File: src/rtl/wb_timeout_interconnect.sv
// Single-master Wishbone interconnect: base-address decode to SLAVES one-hot selects,
// registered request forwarding, and a per-access watchdog so an unacknowledged access always terminates.
module wb_timeout_interconnect #(
    parameter int                    SLAVES     = 5,
    parameter int                    BASE_WIDTH = 24,
    parameter int                    SUB_WIDTH  = 8,
    parameter int                    DATA_WIDTH = 32,
    parameter int                    TIMEOUT    = 255,
    parameter logic [DATA_WIDTH-1:0] ERR_DATA   = 32'hDEADBEEF
) (
    input  logic                             clk,
    input  logic                             rst,
    input  logic [BASE_WIDTH+SUB_WIDTH-1:0]  m_adr_i,
    input  logic [DATA_WIDTH-1:0]            m_dat_i,
    input  logic                             m_we_i,
    input  logic                             m_stb_i,
    input  logic                             m_cyc_i,
    output logic [DATA_WIDTH-1:0]            m_dat_o,
    output logic                             m_ack_o,
    output logic                             m_err_o,
    input  logic [SLAVES*BASE_WIDTH-1:0]     slave_base_i,
    output logic [SUB_WIDTH-1:0]             s_adr_o,
    output logic [DATA_WIDTH-1:0]            s_dat_o,
    output logic                             s_we_o,
    output logic [SLAVES-1:0]                s_cyc_o,
    output logic [SLAVES-1:0]                s_stb_o,
    input  logic [SLAVES*DATA_WIDTH-1:0]     s_dat_i,
    input  logic [SLAVES-1:0]                s_ack_i,
    output logic [15:0]                      timeout_count_o,
    output logic [BASE_WIDTH+SUB_WIDTH-1:0]  last_err_adr_o
);
    localparam int          ADR_WIDTH = BASE_WIDTH + SUB_WIDTH;
    localparam int          SEL_WIDTH = (SLAVES > 1) ? $clog2(SLAVES) : 1;
    localparam logic [15:0] WDOG_LAST = 16'(TIMEOUT - 1);

    typedef enum logic [1:0] {IDLE, DECODE, ACTIVE, RESP} state_t;

    state_t                 r_state;
    state_t                 w_next_state;
    logic [ADR_WIDTH-1:0]   r_adr;
    logic [SEL_WIDTH-1:0]   r_sel;
    logic [15:0]            r_wdog;
    logic                   r_err;

    logic [SLAVES-1:0]      w_match;
    logic                   w_hit;
    logic [SEL_WIDTH-1:0]   w_hit_idx;
    logic [DATA_WIDTH-1:0]  w_s_dat [SLAVES];
    logic                   w_req;
    logic                   w_sel_ack;
    logic                   w_wdog_last;

    genvar gi;
    generate
        for (gi = 0; gi < SLAVES; gi++) begin : g_slave
            assign w_match[gi] = (r_adr[ADR_WIDTH-1 -: BASE_WIDTH] ==
                                  slave_base_i[gi*BASE_WIDTH +: BASE_WIDTH]);
            assign w_s_dat[gi] = s_dat_i[gi*DATA_WIDTH +: DATA_WIDTH];
        end
    endgenerate

    // Scan downwards so the lowest matching index is the one left standing.
    always_comb begin
        w_hit_idx = '0;
        for (int i = SLAVES - 1; i >= 0; i--) begin
            if (w_match[i]) w_hit_idx = SEL_WIDTH'(i);
        end
    end

    assign w_hit       = |w_match;
    assign w_req       = m_cyc_i && m_stb_i;
    assign w_sel_ack   = s_ack_i[r_sel];
    assign w_wdog_last = (r_wdog == WDOG_LAST);

    always_ff @(posedge clk) begin
        if (rst) r_state <= IDLE;
        else     r_state <= w_next_state;
    end

    always_comb begin
        w_next_state = r_state;
        case (r_state)
            IDLE:    if (w_req) w_next_state = DECODE;
            DECODE:  w_next_state = w_hit ? ACTIVE : RESP;
            ACTIVE: begin
                if (!m_cyc_i)                      w_next_state = IDLE;
                else if (w_sel_ack || w_wdog_last) w_next_state = RESP;
            end
            RESP:    w_next_state = IDLE;
            default: w_next_state = IDLE;
        endcase
    end

    // Strobes and acks are decoded from registered state only, so they cannot glitch.
    always_comb begin
        s_cyc_o = '0;
        s_stb_o = '0;
        m_ack_o = 1'b0;
        m_err_o = 1'b0;
        if (r_state == ACTIVE) begin
            for (int i = 0; i < SLAVES; i++) begin
                s_cyc_o[i] = (r_sel == SEL_WIDTH'(i));
                s_stb_o[i] = (r_sel == SEL_WIDTH'(i));
            end
        end
        if (r_state == RESP) begin
            m_ack_o = !r_err;
            m_err_o = r_err;
        end
    end

    always_ff @(posedge clk) begin
        if (rst) begin
            r_adr           <= '0;
            r_sel           <= '0;
            r_wdog          <= '0;
            r_err           <= 1'b0;
            m_dat_o         <= '0;
            s_adr_o         <= '0;
            s_dat_o         <= '0;
            s_we_o          <= 1'b0;
            timeout_count_o <= '0;
            last_err_adr_o  <= '0;
        end else begin
            case (r_state)
                IDLE: begin
                    if (w_req) begin
                        r_adr   <= m_adr_i;
                        s_adr_o <= m_adr_i[SUB_WIDTH-1:0];
                        s_dat_o <= m_dat_i;
                        s_we_o  <= m_we_i;
                    end
                end
                DECODE: begin
                    if (w_hit) begin
                        r_sel  <= w_hit_idx;
                        r_wdog <= '0;
                    end else begin
                        m_dat_o        <= ERR_DATA;
                        r_err          <= 1'b1;
                        last_err_adr_o <= r_adr;
                    end
                end
                ACTIVE: begin
                    if (!m_cyc_i) begin
                        r_wdog <= '0;
                    end else if (w_sel_ack) begin
                        m_dat_o <= w_s_dat[r_sel];
                        r_err   <= 1'b0;
                    end else if (w_wdog_last) begin
                        m_dat_o        <= ERR_DATA;
                        r_err          <= 1'b1;
                        last_err_adr_o <= r_adr;
                        if (timeout_count_o != 16'hFFFF)
                            timeout_count_o <= timeout_count_o + 16'd1;
                    end else begin
                        r_wdog <= r_wdog + 16'd1;
                    end
                end
                default: ;
            endcase
        end
    end
endmodule

File: config.mk
export PLATFORM = sky130hd
export DESIGN_NAME = wb_timeout_interconnect
export DESIGN_NICKNAME = d
export VERILOG_FILES = /design/src/rtl/wb_timeout_interconnect.sv
export SDC_FILE = /design/constraint.sdc
export NUM_CORES = 1
export LEC_CHECK = 0
export BUFFER_PORTS_ARGS = -buffer_cell sky130_fd_sc_hd__buf_2
export CORE_AREA = 2 2 190 192
export CTS_BUF_LIST = sky130_fd_sc_hd__clkbuf_8
export DETAILED_ROUTE_END_ITERATION = 8
export DIE_AREA = 0 0 192 194
export GPL_TIMING_DRIVEN = 0
export PLACE_DENSITY = 0.58
export SLEW_MARGIN = 20
export SYNTH_ARGS = -nofsm -noshare
export SYNTH_HDL_FRONTEND = slang
export SYNTH_SLANG_ARGS = --single-unit
File: constraint.sdc
create_clock -name clk -period 2.6 [get_ports clk]
set_input_delay 0 -clock clk [delete_from_list [all_inputs] [get_ports clk]]
set_output_delay 0 -clock clk [all_outputs]
set_load 0.005 [all_outputs]
==> flow_summary.yaml, run 1 <==
yosys:
  synth.cell_area_um2: 9090
  post_synth_and_or_nand_nor_area_fraction: 0.199
  synth_top_area_frac: 0.368
  synth_compound_gate_area_share: 0.117
  post_synth_inst_count: 1056
  ys_seq_area_frac: 0.368
  ys.flop_type: "dfxtp_1"
  synth_fa_ha_area_frac: 0.00413
  synth.avg_cell_area_um2: 8.61
  synth-edff-count: 0
  netlist.top_cell.by_area: "dfxtp_1"
  combinational_family_with_the_most_area_after_synthesis: "simple AND/OR/NAND/NOR gates"
  synth_area_leaders: "dfxtp_1 37%, nand2_1 9.0%, mux4_2 8.2%"
  synth.most_common_cell: "nand2_1"
  synth-async-reset-ratio: 0
  post_synth_mux_area_share: 0.129
  number_of_distinct_standard_cells_referenced_by_the_synthesized_netlist: 51
  synth_cell_count_leaders: "218 x nand2_1, 167 x dfxtp_1, 110 x a21oi_1"
  synthesis.nets: 1413
  synth-seq-cells: 167
  synth_xor_xnor_area_share: 0.127
  yosys_warnings: 0
setup_path:
  worstSetupStartpointType: "register"
  critical_path_arrival_ns: 3.16
  worst_r2r_path_depth: 12
  worstPathMaxFanout: 7
  timing.critical_path.required_ns: 3.00
  reg2reg_from: "r_adr[31]$_SDFFE_PP0P_"
  critPathMaxStageDelay_ns: 0.42
  timing.critical_path.slowest_stage_cell: "nor4_4"
  r2r-end: "last_err_adr_o[2]$_SDFFE_PP0P_"
  crit_cells: 12
  timing.reg2reg.setup_slack_ns: -0.16
  criticalPathCategory: "reg -> reg"
  worst-path-buf-inv: 4
  worstPathCellList: "buf_12 -> xor2_4 -> nor4_4 -> nand4_1 -> nor3_4 -> or3_4 -> or2_4 -> o31a_1 -> buf_6 -> buf_12 -> buf_12 -> mux2i_1"
  timing.critical_path.mode_cell: "buf_12"
  cpLargestDelayFamily: "simple AND/OR/NAND/NOR gates"
  crit_path_end_kind: "register"
placed_design:
  dpl_cell_area_um2: 12100
  dpl.hpwl_um: 35500
  numPlacedInstances: 2002
  place.port_buffers: 485
  gp_congestion: 0.897
global_routing:
  global_route.usage.total: 0.234
  grt_remaining_overflow: 0
  grt_pass1_wl_um: 64700
  initial_antenna_violation_count: 12
  grt_start_max_net_pins: 19
  first_global_vias: 10579
hold_path:
  hold_path_startpoint: "s_dat_i[48]"
  hold_class: "in -> reg"
  hold_path_end: "m_dat_o[16]$_SDFFE_PP0P_"
  hold-path-cell-count: 4
die:
  design.die.area_um2: 37200
  core_area_um2: 35200
  placement_rows: 69
  io_pins: 487
  start_util: 0.258
  chipHeight_um: 194
  floorplan.die.width_um: 192
clock_tree:
  clkLatencyLatePin_ns: 0.46
  cts_sinks: 167
  clock_tree.root_cell: "clkbuf_8"
  clock_tree.htree_level_count: 4
  tritoncts: "built"
  clkSlewWorstSetupHoldPaths_ns: 0.11
  clock_path_buffers: 2
  numCtsBuffers: 17
sta:
  max_clock_freq_mhz: 362
  finalHoldViolations: 0
  finalCriticalPeriod_ns: 2.76
  final.setup_skew_ns: 0.0216
  setup_repair_after_global_routing_missed_its_margin: "yes"
  drv_slew: 0
  period_share: 1.06
  setup_viol: 67
  worst_slack_ns: -0.160
  relSlewSlack: 0.357
  slew_at_the_pin_with_the_worst_max_slew_slack_ns: 0.964
cells_and_area:
  layout.cell_area.non_filler_um2: 14900
  numnets_final: 2057
  drive_above_1_share: 0.444
  layout-area-overhead-vs-synth_pct: 63.4
  fin_cells: 2182
drt:
  detail_route.wl_per_cell_um: 21.2
  drt_pass1_iterations: 6
  total_via_count_in_the_routed_design: 10702
  wl_um: 46200
  drt_first_iter_violations: 528
  postRouteAntennaNets: 0
  drt-vias-per-instance: 4.90
  drc: 0
status:
  failed_checks: "setup timing"
  status: "finished with violations"
pwr:
  leakagePower_nw: 6.61
  powerDensity_nw_per_um2: 424
  power.ir.vdd_worst_mv: 0.325
run:
  max_cap_violations: 0
power by group:
group	leakage, nW	total, W	switching, W	internal (W)
Combinational	5.05	0.00160	0.000788	0.000811
Clock	0.201	0.00195	0.00122	0.000726
Sequential	1.36	0.00275	0.0000864	0.00267
Total	6.61	0.00630	0.00210	0.00421
placed cells by master, fill, tap and decap left out, types with 7 or more instances in the layout:
cell	netlist	final
a21oi_1	110	83
a21oi_2	0	25
a221oi_1	25	25
a22oi_1	9	9
and3_1	10	10
buf_1	8	7
buf_12	0	7
buf_2	31	490
buf_4	16	50
buf_6	0	22
clkbuf_1	47	40
clkbuf_8	0	17
dfxtp_1	167	159
diode_2	0	8
dlygate4sd3_1	0	100
mux2i_1	34	34
mux4_2	33	33
nand2_1	218	216
nand3_1	16	11
nand4_1	24	24
nor2_1	37	36
nor2b_1	9	9
nor3_1	33	20
nor3_2	0	9
nor4_1	19	7
nor4_4	0	7
or3_1	11	10
xnor2_1	63	59
xor2_1	69	53
xor2_2	0	12
per-stage QoR:
| stage | util | hold slack, ns | power [W] | worst slack, ns | setup TNS (ns) |
|---|---|---|---|---|---|
| 3_3_place_gp | 0.343 | 0.242 | 0.00396 | -1.04 | -75.68 |
| 5_1_grt | 0.421 | 0.0414 | 0.00657 | -0.248 | -10.27 |
| 4_1_cts | 0.401 | 0.0648 | 0.00619 | -0.159 | -3.94 |
| 6_report | 0.422 | 0.0544 | 0.00630 | -0.160 | -5.49 |
| 3_5_place_dp | 0.343 | 0.247 | 0.00397 | -1.08 | -77.75 |
| 2_1_floorplan | - | 0.136 | 0.00335 | 0.166 | 0 |
logic make-up after synthesis:
logic type	count (synthesis)
flip-flops	167
XOR/XNOR	132
multiplexers	75
buffers and inverters	109
AO/OA/AOI/OAI	174
adder cells (fa/ha/maj)	3
AND/OR/NAND/NOR	396
worst reg2reg max path, stage by stage, from the launching register on:
cell and delay [ns]:
dfxtp_2 0.34, buf_12 0.15, xor2_4 0.17, nor4_4 0.42
nand4_1 0.22, nor3_4 0.22, or3_4 0.22, or2_4 0.13
o31a_1 0.24, buf_6 0.19, buf_12 0.12, buf_12 0.11
mux2i_1 0.19
registers in the layout, indices dropped and copies added, names as in the netlist:
register / cells
last_err_adr_o: 32
m_dat_o: 32
r_adr: 25
r_err: 1
r_sel: 3
r_state: 2
r_wdog: 16
s_adr_o: 7
s_dat_o: 32
s_we_o: 1
timeout_count_o: 16
routing by layer:
layer  vias up  wire length (um)  track usage
met5         -                 0            0
met4         0              2330        0.129
met3       114              3400       0.0480
met2       548             23600        0.425
met1      5084             16900        0.251
li1       4956                 -            -
worst max path at each step:
stage,to,slack (ns),from
3_5_place_dp,last_err_adr_o[2]$_SDFFE_PP0P_,-1.08,r_adr[31]$_SDFFE_PP0P_
4_1_cts,last_err_adr_o[2]$_SDFFE_PP0P_,-0.16,r_adr[19]$_SDFFE_PP0P_
2_1_floorplan,timeout_count_o[7]$_SDFFE_PP0P_,0.17,r_sel[0]$_SDFFE_PP0P_
3_3_place_gp,last_err_adr_o[23]$_SDFFE_PP0P_,-1.04,r_adr[31]$_SDFFE_PP0P_
5_1_grt,last_err_adr_o[5]$_SDFFE_PP0P_,-0.25,r_adr[31]$_SDFFE_PP0P_
6_report,last_err_adr_o[2]$_SDFFE_PP0P_,-0.16,r_adr[31]$_SDFFE_PP0P_
layout make-up:
| type | instances | area, um^2 |
|---|---|---|
| diodes | 8 | 20.0 |
| plain buffers | 94 | 603 |
| clock buffers | 17 | 234 |
| clock inverters | 15 | 165 |
| fillers | 3517 | 20400 |
| inverters | 7 | 26.3 |
| multi-input cells | 781 | 5970 |
| flip-flops and latches | 167 | 3360 |
| well taps | 461 | 577 |
| repair buffers | 632 | 3900 |
what timing repair did:
action                                  CTS  global route
resized for setup                        89           143
gates cloned                              2             5
endpoints found under the hold margin    98             0
hold buffers                            100             0
endpoints found under the setup margin   95           103
setup buffers                            23            21
pin swaps                                19            43
Power figures use the tool's default switching activity.
==> run 2: changes to the inputs <==
- CELL_PAD_IN_SITES_DETAIL_PLACEMENT: unset -> 0
- CELL_PAD_IN_SITES_GLOBAL_PLACEMENT: unset -> 1
- CORE_AREA: 2 2 190 192 -> 2 2 188 190
- DIE_AREA: 0 0 192 194 -> 0 0 190 192
- PLACE_DENSITY: 0.58 -> 0.72
- clock period: 2.6 -> 2.5 ns (I/O delays scaled with it)
==> run 2 against run 1 <==
Net effect: the run still ends with setup timing left; total power grew 4.1%; flip-flop and latch count is the same; setup slack lost 0.10 ns; first-iteration DRC count shrank 0.57%; cell count shrank 0.27%; critical endpoint is now last_err_adr_o[28]$_SDFFE_PP0P_.
==> flow_summary.yaml, run 2 (synthesized netlist as in run 1, its figures left out) <==
pwr:
  p_total_w: 0.00656
  power.ir.vdd_worst_mv: 0.279
  powerDensity_nw_per_um2: 444
  leakagePower_nw: 6.62
placed_design:
  gp_congestion: 0.943
  dpl.hpwl_um: 35600
  place.port_buffers: 485
  pre_cts_slack_ns: -1.12
  dpl_cell_area_um2: 12100
  numPlacedInstances: 1996
die:
  start_util: 0.265
  io_pins: 487
  chipHeight_um: 192
  placement_rows: 68
  core_area_um2: 34300
  design.die.area_um2: 36500
  floorplan.die.width_um: 190
cells_and_area:
  final_common_cell: "buf_2"
  fin_cells: 2176
  drive_above_1_share: 0.439
  final_util: 0.431
  layout-area-overhead-vs-synth_pct: 62.5
  numnets_final: 2055
  top_regs: "last_err_adr_o x32, m_dat_o x32, s_dat_o x32"
  mostFrequentLayoutCells: "488 x buf_2, 215 x nand2_1, 157 x dfxtp_1"
  layout.cell_area.non_filler_um2: 14800
drt:
  detail_route.wl_per_cell_um: 21.0
  total_via_count_in_the_routed_design: 10485
  drt_first_iter_violations: 525
  drc: 0
  drt_pass1_iterations: 5
  drt-vias-per-instance: 4.82
  wl_um: 45800
  postRouteAntennaNets: 0
setup_path:
  critPathMaxStageDelay_ns: 0.34
  timing.critical_path.mode_cell: "buf_12"
  worstPathCellList: "buf_6 -> xor2_1 -> nor4_1 -> nand4_1 -> nor3_4 -> or3_4 -> or2_4 -> o31a_1 -> buf_6 -> buf_12 -> buf_12 -> buf_12 -> mux2i_1"
  timing.critical_path.required_ns: 2.91
  timing.critical_path.slowest_stage_cell: "nor4_1"
  worstSetupStartpointType: "register"
  critical_path_arrival_ns: 3.17
  worst-path-buf-inv: 5
  timing.reg2reg.setup_slack_ns: -0.26
  crit_path_end_kind: "register"
  criticalPathCategory: "reg -> reg"
  cpLargestDelayFamily: "simple AND/OR/NAND/NOR gates"
  worstPathMaxFanout: 7
clock_tree:
  clock_tree.root_cell: "clkbuf_8"
  clock_path_buffers: 2
  clkSlewWorstSetupHoldPaths_ns: 0.09
  tritoncts: "built"
  cts_sinks: 167
  numCtsBuffers: 17
  clkLatencyLatePin_ns: 0.48
  clock_tree.htree_level_count: 4
sta:
  drv_slew: 0
  final.setup_skew_ns: 0.0122
  worst_slack_ns: -0.262
  slew_at_the_pin_with_the_worst_max_slew_slack_ns: 0.961
  relSlewSlack: 0.357
  setup_viol: 76
  period_share: 1.10
  max_clock_freq_mhz: 362
  setup_repair_after_global_routing_missed_its_margin: "yes"
  finalCriticalPeriod_ns: 2.76
  finalHoldViolations: 0
hold_path:
  hold_class: "in -> reg"
status:
  status: "finished with violations"
  failed_checks: "setup timing"
run:
  max_cap_violations: 0
global_routing:
  global_route.usage.total: 0.240
  grt_start_max_net_pins: 17
  initial_antenna_violation_count: 11
  grt_remaining_overflow: 0
  grt_pass1_wl_um: 64500
  first_global_vias: 10525
## run 2: final timing paths
kind / start / to / cells past startpoint
max reg2reg: r_adr[10]$_SDFFE_PP0P_ / last_err_adr_o[28]$_SDFFE_PP0P_ / 13
min: s_dat_i[13] / m_dat_o[13]$_SDFFE_PP0P_ / 4
max: r_adr[10]$_SDFFE_PP0P_ / last_err_adr_o[28]$_SDFFE_PP0P_ / 13
min reg2reg: s_dat_o[30]$_SDFFE_PP0P_ / s_dat_o[30]$_SDFFE_PP0P_ / 2
## run 2: metal layers
metal | global-route usage | vias to the layer above | wire (um)
li1 | - | 4969 | -
met4 | 0.119 | 0 | 1890
met2 | 0.445 | 448 | 23900
met1 | 0.255 | 4998 | 17000
met5 | 0 | - | 0
met3 | 0.0544 | 70 | 2980
## run 2: per-stage QoR
step	TNS [ns]	hold WS (ns)
after global routing	-20.09	0.0465
after global placement	-78.10	0.242
after CTS	-14.74	0.0141
after detailed placement	-80.23	0.248
final	-12.18	0.0765
after floorplan	0	0.136
## run 2: what timing repair did
item,in CTS,in global routing
cloned,6,0
pin swaps,33,30
hold buffers,100,1
resized for setup,124,87
endpoints found under the setup margin,104,117
hold endpoints to repair,98,1
buffers inserted,23,14
## run 2: power breakdown
group          internal (W)  leakage, nW  switching (W)
registers           0.00278         1.36      0.0000872
logic              0.000855         5.07       0.000803
clock network      0.000895        0.192        0.00115
## run 2: layout make-up
class                           instances  area (um^2)
Clock buffer                           17          234
Tap cell                              455          569
Buffer                                 96          661
Inverter                                7         33.8
Sequential cell                       167         3360
Antenna cell                           12         30.0
Clock inverter                         13          148
Multi-Input combinational cell        781         5840
Timing Repair Buffer                  628         3900
Fill cell                            3483        19500
## run 2: worst register-to-register path, delay by kind of cell (launching register included)
kind / cells / cell delay [ns]
mux: 1 / 0.17
flops: 1 / 0.32
compound gates: 1 / 0.23
xor+xnor: 1 / 0.17
simple gates: 5 / 1.18
buf+inv: 5 / 0.63
==> run 3: changes to the inputs <==
- ABC_AREA: unset -> 1
- CORE_AREA: 2 2 188 190 -> unset
- CORE_ASPECT_RATIO: unset -> 1.1
- CORE_MARGIN: unset -> 2
- CORE_UTILIZATION: unset -> 29
- DIE_AREA: 0 0 190 192 -> unset
- PLACE_DENSITY: 0.72 -> 0.8
==> run 3 against run 2 <==
Net effect: the run now ends clean; total power up 23%; hold slack worse by 0.013 ns; global-route usage up 2.0 points; die area up 2.3%; setup slack better by 0.46 ns; critical path type unchanged.
==> flow_summary.yaml, run 3 <==
die:
  chipHeight_um: 202
  io_pins: 487
  core_area_um2: 35200
  design.die.area_um2: 37300
  start_util: 0.295
  floorplan.die.width_um: 184
  placement_rows: 72
setup_path:
  worstPathMaxFanout: 10
  timing.critical_path.slowest_stage_cell: "dfxtp_1"
  worst-path-buf-inv: 3
  worstPathCellList: "buf_2 -> xor2_1 -> nor2_1 -> nand2_1 -> nor2_2 -> nand2_1 -> nor2_2 -> nor2_4 -> nand2_8 -> nand2_4 -> nand2_2 -> buf_6 -> buf_6 -> a21oi_1"
  timing.critical_path.required_ns: 2.87
  critical_path_arrival_ns: 2.67
  worstSetupStartpointType: "register"
  critPathMaxStageDelay_ns: 0.31
  cpLargestDelayFamily: "simple AND/OR/NAND/NOR gates"
  worst_r2r_path_depth: 14
  criticalPathCategory: "reg -> reg"
  crit_cells: 14
  crit_path_end_kind: "register"
yosys:
  synth-edff-count: 0
  number_of_distinct_standard_cells_referenced_by_the_synthesized_netlist: 36
  ys.flop_type: "dfxtp_1"
  netlist.top_cell.by_area: "dfxtp_1"
  synth_cell_count_leaders: "529 x nand2_1, 273 x nor2_1, 167 x dfxtp_1"
  synth-seq-cells: 167
  synth.cell_area_um2: 10400
  post_synth_inst_count: 1698
  synth-async-reset-ratio: 0
  ys_seq_area_frac: 0.322
  synth_top_area_frac: 0.322
  yosys_warnings: 0
  synth_area_leaders: "dfxtp_1 32%, nand2_1 19%, nor2_1 9.9%"
  synth.most_common_cell: "nand2_1"
  synthesis.nets: 2055
  synth.avg_cell_area_um2: 6.11
drt:
  met1Wirelength_um: 19200
  drt_pass1_iterations: 7
  drc: 0
  wl_um: 49700
  drt_first_iter_violations: 707
  wl_met2_um: 24700
  total_via_count_in_the_routed_design: 12980
  wl_met3_um: 3840
  detail_route.wl_per_cell_um: 17.7
  topRoutingLayerUsed: "met5"
  drt-vias-per-instance: 4.63
  postRouteAntennaNets: 0
sta:
  finalHoldViolations: 0
  finalCriticalPeriod_ns: 2.30
  relSlewSlack: 0.420
  drv_slew: 0
  setup_repair_after_global_routing_missed_its_margin: "no"
  max_clock_freq_mhz: 434
  final.setup_skew_ns: 0.0221
  fin_tns_setup_ns: 0
  period_share: 0.921
  worst_slack_ns: 0.197
  slew_at_the_pin_with_the_worst_max_slew_slack_ns: 0.869
  setup_viol: 0
  whs_ns: 0.0633
cells_and_area:
  layout-area-overhead-vs-synth_pct: 43.9
  layout.cell_area.non_filler_um2: 14900
  numnets_final: 2661
  final_common_cell: "nand2_1"
  drive_above_1_share: 0.275
  mostFrequentLayoutCells: "528 x nand2_1, 510 x buf_2, 266 x nor2_1"
  top_regs: "last_err_adr_o x32, m_dat_o x32, s_dat_o x32"
run:
  max_cap_violations: 0
hold_path:
  hold_class: "in -> reg"
  hold-path-cell-count: 7
clock_tree:
  clock_tree.root_cell: "clkbuf_8"
  clock_tree.htree_level_count: 4
  cts_sinks: 167
  clkLatencyLatePin_ns: 0.49
  tritoncts: "built"
  clkSlewWorstSetupHoldPaths_ns: 0.09
  clock_path_buffers: 2
  numCtsBuffers: 17
pwr:
  leakagePower_nw: 7.58
  powerDensity_nw_per_um2: 540
  power.ir.vdd_worst_mv: 0.465
global_routing:
  global_route.usage.total: 0.260
  first_global_vias: 12640
  grt_start_max_net_pins: 17
  grt_pass1_wl_um: 72500
  initial_antenna_violation_count: 18
  grt_remaining_overflow: 0
placed_design:
  pre_cts_slack_ns: -0.248
  dpl_cell_area_um2: 13400
  dpl.hpwl_um: 40800
  place.port_buffers: 486
  gp_congestion: 0.962
status:
  status: "finished, final reports clean"
==> run 3: cell types whose count changed after synthesis, moves of 29 or more <==
| cell | previous run | this run |
|---|---|---|
| nand2_1 | 218 | 529 |
| nor2_1 | 37 | 273 |
| inv_1 | 5 | 156 |
| o21ai_0 | 12 | 85 |
| xnor2_1 | 63 | 12 |
| a21oi_1 | 110 | 145 |
| mux2i_1 | 34 | 0 |
| mux4_2 | 33 | 0 |
| nand3_1 | 16 | 45 |
==> run 3: final timing paths <==
kind                           start                      end  slack [ns]
min reg2reg  m_dat_o[9]$_SDFFE_PP0P_  m_dat_o[9]$_SDFFE_PP0P_        0.45
min                      s_dat_i[32]  m_dat_o[0]$_SDFFE_PP0P_        0.06
max           r_adr[31]$_SDFFE_PP0P_  m_dat_o[9]$_SDFFE_PP0P_        0.20
max reg2reg   r_adr[31]$_SDFFE_PP0P_  m_dat_o[9]$_SDFFE_PP0P_        0.20
==> run 3: layout make-up <==
cell class | count | area, um^2
diodes | 11 | 27.5
clock buffers | 18 | 248
flip-flops and latches | 167 | 3350
multi-input cells | 1252 | 5890
plain buffers | 99 | 526
repair buffers | 588 | 3440
clock inverters | 11 | 184
inverters | 179 | 672
fillers | 3798 | 20300
well taps | 481 | 602
==> run 3: logic make-up after synthesis <==
kind of cell / Yosys count / synth area share
buffers and inverters: 279 / 0.115
flip-flops: 167 / 0.322
XOR/XNOR: 56 / 0.0473
AO/OA/AOI/OAI: 280 / 0.150
AND/OR/NAND/NOR: 913 / 0.362
adder cells (fa/ha/maj): 3 / 0.00362
==> run 3: routing by layer <==
metal | track usage | vias up
met5 | 0 | -
met4 | 0.115 | 4
met3 | 0.0582 | 87
met2 | 0.472 | 502
met1 | 0.287 | 5841
li1 | - | 6546
==> run 3: stage by stage <==
step                      power [W]  std cells  utilization
after floorplan             0.00464       1698            -
after global placement      0.00572       2665        0.381
after detailed placement    0.00575       2665        0.381
after CTS                   0.00812       2792        0.422
after global routing        0.00855       2802        0.424
final                       0.00807       2806        0.424
==> run 3: worst register-to-register path: cells and delay by family (launching register included) <==
kind | cells | cell delay, ns
AND/OR/NAND/NOR | 9 | 1.16
flip-flops | 1 | 0.31
buffers and inverters | 3 | 0.49
XOR/XNOR | 1 | 0.17
AO/OA/AOI/OAI | 1 | 0.07
==> run 3: report_power, final <==
group,leakage (nW),switching (W),internal (W)
registers,1.37,0.000236,0.00302
logic,5.99,0.00147,0.00111
clock network,0.223,0.00105,0.00119
total,7.58,0.00275,0.00532
==> run 3: repair_timing <==
action | 4_1_cts | 5_1_grt
setup buffers | 1 | 3
pin swaps | 1 | 2
setup endpoints to repair | 56 | 102
resized for setup | 4 | 16
hold endpoints to repair | 99 | 0
hold buffers | 98 | 0
